`config.mk`:
```
export PLATFORM = sky130hd
export DESIGN_NAME = mem_arbiter_n
export DESIGN_NICKNAME = d
export VERILOG_FILES = /design/src/rtl/mem_arb_pkg.sv /design/src/rtl/mem_arbiter_n_rr_pick.sv /design/src/rtl/mem_arbiter_n.sv
export SDC_FILE = /design/constraint.sdc
export NUM_CORES = 1
export LEC_CHECK = 0
export ABC_AREA = 1
export CAP_MARGIN = 20
export CORE_MARGIN = 8
export CORE_UTILIZATION = 46
export CTS_BUF_LIST = sky130_fd_sc_hd__clkbuf_2 sky130_fd_sc_hd__clkbuf_4 sky130_fd_sc_hd__clkbuf_8
export DETAILED_ROUTE_END_ITERATION = 16
export PLACE_DENSITY = 0.9
export SYNTH_ARGS = -nofsm -noshare
export SYNTH_HDL_FRONTEND = slang
export SYNTH_SLANG_ARGS = --single-unit
```
`constraint.sdc`:
```
create_clock -name clk -period 3.7 [get_ports clk]
set_input_delay 0.74 -clock clk [delete_from_list [all_inputs] [get_ports clk]]
set_output_delay 0.74 -clock clk [all_outputs]
set_load 0.02 [all_outputs]
```
`src/rtl/mem_arb_pkg.sv`:
```
// Shared types and index helpers for the N-port RAM arbiter.
package mem_arb_pkg;

  typedef enum logic {IDLE, OWN} arb_state_t;

  // Index width for n items, never narrower than one bit.
  function automatic int idx_w(input int n);
    return (n > 1) ? $clog2(n) : 1;
  endfunction

  function automatic int slice_lo(input int idx, input int w);
    return idx * w;
  endfunction

endpackage

```
`src/rtl/mem_arbiter_n_rr_pick.sv`:
```
// Cyclic first-set-bit search: the first requester at or after start.
module rr_pick
  import mem_arb_pkg::*;
#(
  parameter int N   = 4,
  parameter int IDW = idx_w(N)
) (
  input  logic [N-1:0]   req,
  input  logic [IDW-1:0] start,
  output logic           found,
  output logic [IDW-1:0] idx
);

  logic [2*N-1:0] dbl;

  assign dbl = {req, req} >> start;

  always_comb begin
    int p;
    p     = 0;
    found = 1'b0;
    idx   = '0;
    for (int j = 0; j < N; j++) begin
      if (!found && dbl[j]) begin
        found = 1'b1;
        p     = int'(start) + j;
        if (p >= N) p = p - N;
        idx = IDW'(p);
      end
    end
  end

endmodule

```
`src/rtl/mem_arbiter_n.sv`:
```
// Round-robin arbiter sharing one single-port synchronous RAM among N requesters,
// with a hold-timeout guard and a registered per-requester read return.
module mem_arbiter_n
  import mem_arb_pkg::*;
#(
  parameter int  N        = 4,
  parameter int  AW       = 8,
  parameter int  DW       = 8,
  parameter int  MAX_HOLD = 16,
  localparam int IDW      = idx_w(N)
) (
  input  logic            clk,
  input  logic            rst,
  input  logic [N-1:0]    rden,
  input  logic [N-1:0]    wren,
  input  logic [N*AW-1:0] Address,
  input  logic [N*DW-1:0] Din,
  input  logic [DW-1:0]   RAMq,
  output logic [N-1:0]    acq,
  output logic [N*DW-1:0] Dq,
  output logic [N-1:0]    dvalid,
  output logic [AW-1:0]   RAMAddress,
  output logic [DW-1:0]   RAMDin,
  output logic            RAMwren,
  output logic [IDW-1:0]  owner
);

  localparam int HCW = idx_w(MAX_HOLD);
  localparam logic [HCW-1:0] HOLD_LAST = HCW'((MAX_HOLD > 0) ? MAX_HOLD - 1 : 0);

  arb_state_t     state;
  logic [IDW-1:0] rr_ptr;
  logic [HCW-1:0] hold_cnt;
  logic [N-1:0]   req;
  logic [N-1:0]   pick_req;
  logic [N-1:0]   pick_oh;
  logic [IDW-1:0] pick_start;
  logic [IDW-1:0] pick_idx;
  logic [IDW-1:0] owner_inc;
  logic           pick_found;
  logic           own_req;
  logic           timeout;
  logic           rd_issue;
  logic           rd_vld_p0;
  logic [IDW-1:0] rd_id_p0;

  assign req        = rden | wren;
  assign own_req    = |(req & acq);
  assign owner_inc  = (owner == IDW'(N - 1)) ? '0 : owner + 1'b1;
  assign pick_req   = (state == OWN) ? (req & ~acq) : req;
  assign pick_start = (state == OWN) ? owner_inc : rr_ptr;
  assign timeout    = (MAX_HOLD != 0) && (hold_cnt == HOLD_LAST);

  rr_pick #(.N(N), .IDW(IDW)) u_pick (
    .req   (pick_req),
    .start (pick_start),
    .found (pick_found),
    .idx   (pick_idx)
  );

  always_comb begin
    pick_oh = '0;
    for (int i = 0; i < N; i++) pick_oh[i] = (pick_idx == IDW'(i));
  end

  always_ff @(posedge clk or posedge rst) begin
    if (rst) begin
      state    <= IDLE;
      acq      <= '0;
      owner    <= '0;
      rr_ptr   <= '0;
      hold_cnt <= '0;
    end else begin
      case (state)
        IDLE: begin
          if (pick_found) begin
            state    <= OWN;
            acq      <= pick_oh;
            owner    <= pick_idx;
            hold_cnt <= '0;
          end
        end
        OWN: begin
          // Voluntary release, or forced release once the owner has held too long.
          if (!own_req || (timeout && pick_found)) begin
            rr_ptr   <= owner_inc;
            hold_cnt <= '0;
            if (pick_found) begin
              acq   <= pick_oh;
              owner <= pick_idx;
            end else begin
              state <= IDLE;
              acq   <= '0;
              owner <= '0;
            end
          end else if (hold_cnt != HOLD_LAST) begin
            hold_cnt <= hold_cnt + 1'b1;
          end
        end
        default: state <= IDLE;
      endcase
    end
  end

  always_comb begin
    RAMAddress = '0;
    RAMDin     = '0;
    RAMwren    = 1'b0;
    for (int i = 0; i < N; i++) begin
      if (acq[i]) begin
        RAMAddress = Address[slice_lo(i, AW) +: AW];
        RAMDin     = Din[slice_lo(i, DW) +: DW];
        RAMwren    = wren[i];
      end
    end
  end

  // Stage p0: read issued in the granted cycle; RAM data arrives during the next cycle.
  assign rd_issue = |(acq & rden & ~wren);

  always_ff @(posedge clk or posedge rst) begin
    if (rst) rd_vld_p0 <= 1'b0;
    else     rd_vld_p0 <= rd_issue;
  end

  always_ff @(posedge clk) begin
    rd_id_p0 <= owner;
  end

  // Stage p1: capture RAM data into the issuing requester's register.
  always_ff @(posedge clk or posedge rst) begin
    if (rst) begin
      Dq     <= '0;
      dvalid <= '0;
    end else begin
      for (int i = 0; i < N; i++) begin
        dvalid[i] <= rd_vld_p0 && (rd_id_p0 == IDW'(i));
        if (rd_vld_p0 && (rd_id_p0 == IDW'(i))) Dq[slice_lo(i, DW) +: DW] <= RAMq;
      end
    end
  end

endmodule

```
# == After elaboration in Yosys (flattened, before gate mapping) ==
# Cells that the tools add are included.
# word_totals
register_bits,52
in_bits,82
out_inout_bits,59
word_cells,108
# op_classes
n_addsub,9
n_lt_le_gt_ge,4
n_eq_ne,12
shifts,1
muxes,42
n_bitwise,8
reduce_logical,20
# ops
op,count
$mux W8,8
$mux W4,7
$mux W2,13
$and A4 B4 Y4,4
$pmux W4 S2,2
$eq A2 B2 Y1 const B,5
$mux W1,10
$ge A3 B3 Y1 const B,3
$logic_and A1 B1 Y1,8
$not A4 Y4,2
$reduce_or A4 Y1,2
$shr A8 B2 Y4,1
$sub A2 B1 Y2 const B,4
$add A2 B2 Y3 const B,2
$reduce_and A2 Y1,3
$add A4 B1 Y4 const B,1
$eq A2 B1 Y1 const B,2
$eq A4 B4 Y1 const B,1
$logic_not A1 Y1,4
$logic_not A2 Y1,2
$ne A4 B4 Y1 const B,1
$or A4 B4 Y4,1
$pmux W2 S2,1
$add A2 B1 Y3 const B,1
8 further kinds,8

# == Logic depth before layout (Yosys ltp) ==
# logic_depth
word_depth,18
ltp_mapped,14
depth_no_buf,14

# == Cells and area by module ==
# Synthesis repeated with hierarchy kept, for this count alone.
# unflattened
hier_cells,399
hier_area_um2,3110.5
# by_module_without_submodules
module,instances,cells_each,area_per_inst_um2
mem_arbiter_n,1,346,2780.2
rr_pick,1,53,330.3

# == Least setup slack after synthesis ==
# OpenSTA, ideal clock, no wires.
# synth_timing
path_kind,register -> output
from,register acq[1]
to,output RAMAddress[0]
t_arrival_ps,1990
t_required_ps,2960
slack_ps,970
path_stages_with_launch,6
n_path_buf,2
path_cell_list,dfrtp_1 > clkbuf_1 > nor2_1 > clkbuf_1 > a221oi_1 > o31ai_1
# synth_between
elab_chain_cells,3
# synth_rtl
item,line_no,rtl
"start, declared",mem_arbiter_n.sv:19,"output logic [N-1:0] acq,"
"start signal, assigned",mem_arbiter_n.sv:78,acq <= pick_oh;
"start signal, assigned",mem_arbiter_n.sv:89,acq <= pick_oh;
$mux W8 (3 in a row),mem_arbiter_n.sv:110,if (acq[i]) begin
"end, declared",mem_arbiter_n.sv:22,"output logic [AW-1:0] RAMAddress,"
# Every way passes these cells.

# == Final worst setup path ==
# layout_timing
from,register acq[1]
to,output RAMDin[4]
# layout_between
elab_chain_cells,3
# layout_rtl
item,line_no,rtl
$mux W8 (3 in a row),mem_arbiter_n.sv:110,
"end, declared",mem_arbiter_n.sv:23,"output logic [DW-1:0] RAMDin,"
# Every way passes these cells.

==> results by group <==
Status
  – Status: complete, no violations

Final layout
  – Share of cells above drive strength 1: 7.95%
  – Fillcell total: 460
  – Finished Core Util: between 70% and 80%
  – Fin nets: 599
  – Layout area overhead: 54.3%
  – Fin cells: 593
  – Diode count: 0

Route
  – WL/cell: 16.7 um
  – Vias/cell: between 5 and 6
  – Routed wire length: 9890 um
  – Via count: around 3200
  – Antenna Nets Post-Route: 0
  – TritonRoute pass-1 iters: 5
  – Drt initial violations: 155
  – DRC: 0

Setup path
  – Worst Setup End Kind: output pin
  – Setup CP Type: flip-flop to output pin
  – Setup crit start: acq[1]
  – Worst Setup Start Kind: flip-flop
  – CP Data Arrival Time: 2.54 ns
  – Critical R2R Launch: state
  – Crit Path Max Fanout: 22
  – Critical Path RT: 2.96 ns

Clock tree
  – Sink Count: 52
  – Cts bufs inserted: 5
  – CTS Root Cell: clkbuf_8
  – Deepest clock path buffer count: 2
  – CTS tree: built
  – Clock transition at path regs: ~0.09 ns
  – Setup Fix Bufs, Post-CTS: 0
  – Hold_buf cts: 0
  – Clk_lat worst skew: 0.31 ns
  – H-tree levels: 2
  – Post-cts resize count: 0

Logic synthesis
  – Async SR Flop Fraction: 96.2%
  – Cell accounting for the most synthesized area: dfrtp_1
  – Number of synthesized flops with an enable pin: 0
  – Mapped Cells: ~380
  – Most common cell in the netlist: nand2_1
  – Mapped Nets: 462
  – Synth Register Bits: between 50 and 60
  – Commonest cells post-synth: nand2_1, dfrtp_1, o21ai_0
  – Synth Flop Type: dfrtp_1
  – Syn_area_per_cell: around 7.8 um^2
  – Yosys top cell area share: 42.5%
  – Sequential-to-total area share from yosys stat: 43.9%
  – Cell variety after synth: 34
  – Synthesized area: 0.00294 mm^2
  – Synth warn: 0
  – Largest cells by area after synthesis: dfrtp_1, nand2_1, o21ai_0

STA
  – Worst Max-Slew Pin Slew: approximately 0.78 ns
  – Min Hold Slack: 0.458 ns
  – Final setup fails: 0
  – Fmax: just over 0.3 GHz
  – RSZ-0062 raised after global routing: false
  – Tcrit/Tclk final: between 80% and 90%
  – Min cycle time layout: roughly 3.3 ns
  – Fin Clk Skew: 0.0113 ns
  – Fin. Hold Viols: 0
  – Slew Viols, Final: 0
  – Fin worst setup slack: 0.424 ns
  – Setup_tns: 0 ns
  – Worst slew margin: 48.2%

Placement
  – Dpl hpwl: approximately 8000 um
  – Setup Slack @ Placement: 0.599 ns
  – Placed Cells: 583
  – PortBufs: 140
  – Placer Congestion: 0.868

Pwr
  – Combinational share of power: between 60% and 70%
  – Peak VDD IR: 0.000720 V
  – Leak: 2.06 nW
  – Net load switching power: 0.00205 W
  – Sw Ratio: 48.3%
  – Clock power frac: 9.2%
  – PwrDens: 937 mW/mm^2
  – Sequential Power Share: 25.2%
  – Pint: 0.00220 W

Floorplan
  – Die H: approximately 96 um
  – Core area: 0.00628 mm^2
  – Die X: 96.0 um
  – Die area: 0.00921 mm^2
  – I/O pins: 141
  – # rows: 29
  – Starting Density: a little under half

Hold path
  – Hold Crit Class: flip-flop to flip-flop
  – Worst Hold Launch: owner[1]

Flow run
  – Max-Cap Viols: 0

Global routing
  – Initial antenna violation count: 0
  – Largest net degree at the start of global routing: slightly above 50
  – First-pass GRT wire length: 15800 um
  – Global-route usage over all layers: between 20% and 30%
  – Vias in the first global route: 3259
  – Grt total ovfl: 0
==> per-stage QoR <==
step	total power [W]	area, um^2
final	0.00426	4540
after global routing	0.00459	4540
after CTS	0.00427	4510
after detailed placement	0.00385	4390
after global placement	0.00374	4390
after floorplan	0.00274	2940
==> worst max-delay path: stages (launching register included) <==
cell and delay, ns:
dfrtp_1 0.68, nor2_1 0.20, buf_4 0.25, a221oi_1 0.11
o31ai_1 0.31, clkdlybuf4s50_1 0.67
==> routing by layer <==
layer  part of all wire, %  track usage (%)
met5                     0                0
met4                   2.0             6.15
met3                   7.8             4.68
met2                    52             40.0
met1                    38             24.6
==> placed cells by master (no fill, tap or decap), drive strengths merged <==
master	instances
clkinvlp	1
nand3	13
dfxtp	2
o22ai	2
o21ai	50
buf	5
bufinv	1
dfrtp	50
xor2	3
a221oi	16
nand3b	2
nor3	4
nand2	119
o31ai	16
inv	39
clkinv	1
clkbuf	5
or2	1
ha	2
nand4	5
nor2	34
clkdlybuf4s50	140
a21oi	3
o211ai	1
o2111ai	1
==> path summary, 6_finish.rpt <==
| check | slack (ns) | depth (start not counted) | end |
|---|---|---|---|
| worst min-delay path | 0.46 | 0 | rd_id_p0[1] |
| min in group asynchronous | 0.64 | 2 | Dq[9] |
| max in group asynchronous | 2.57 | 3 | Dq[1] |
| worst max-delay path | 0.42 | 5 | RAMDin[4] |
| worst min register to register | 0.46 | 0 | rd_id_p0[1] |
| worst max register to register | 1.39 | 13 | acq[0] |
==> final cells by class <==
class,count,area (um^2),area share [%]
flip-flops and latches,52,1290,28.4
well taps,77,96.3,2.12
multi-input cells,272,1430,31.5
inverters,39,149,3.28
clock inverters,3,46.3,1.02
repair buffers,145,1460,32.1
clock buffers,5,68.8,1.52
==> cell families after synthesis <==
| logic type | count (synthesis) | synth area share (%) |
|---|---|---|
| compound gates | 89 | 20.1 |
| simple gates | 178 | 26.8 |
| buf+inv | 54 | 7.48 |
| flops | 52 | 43.9 |
| xor+xnor | 3 | 0.893 |
| fa+ha+maj | 2 | 0.850 |
==> flip-flops by register name, summed over array words and instances (netlist names), 2 cells and up <==
name      flops
owner         2
Dq           32
rd_id_p0      2
acq           4
dvalid        4
rr_ptr        2
hold_cnt      4
==> power groups by stage <==
stage               clock [W]  combinational [W]  sequential (W)
global placement            0            0.00266         0.00108
finish               0.000393            0.00279         0.00107
CTS                  0.000400            0.00278         0.00109
global route         0.000419            0.00306         0.00111
detailed placement          0            0.00276         0.00109
floorplan                   0            0.00149         0.00125
Note: power is estimated with default switching activity, not from simulation.
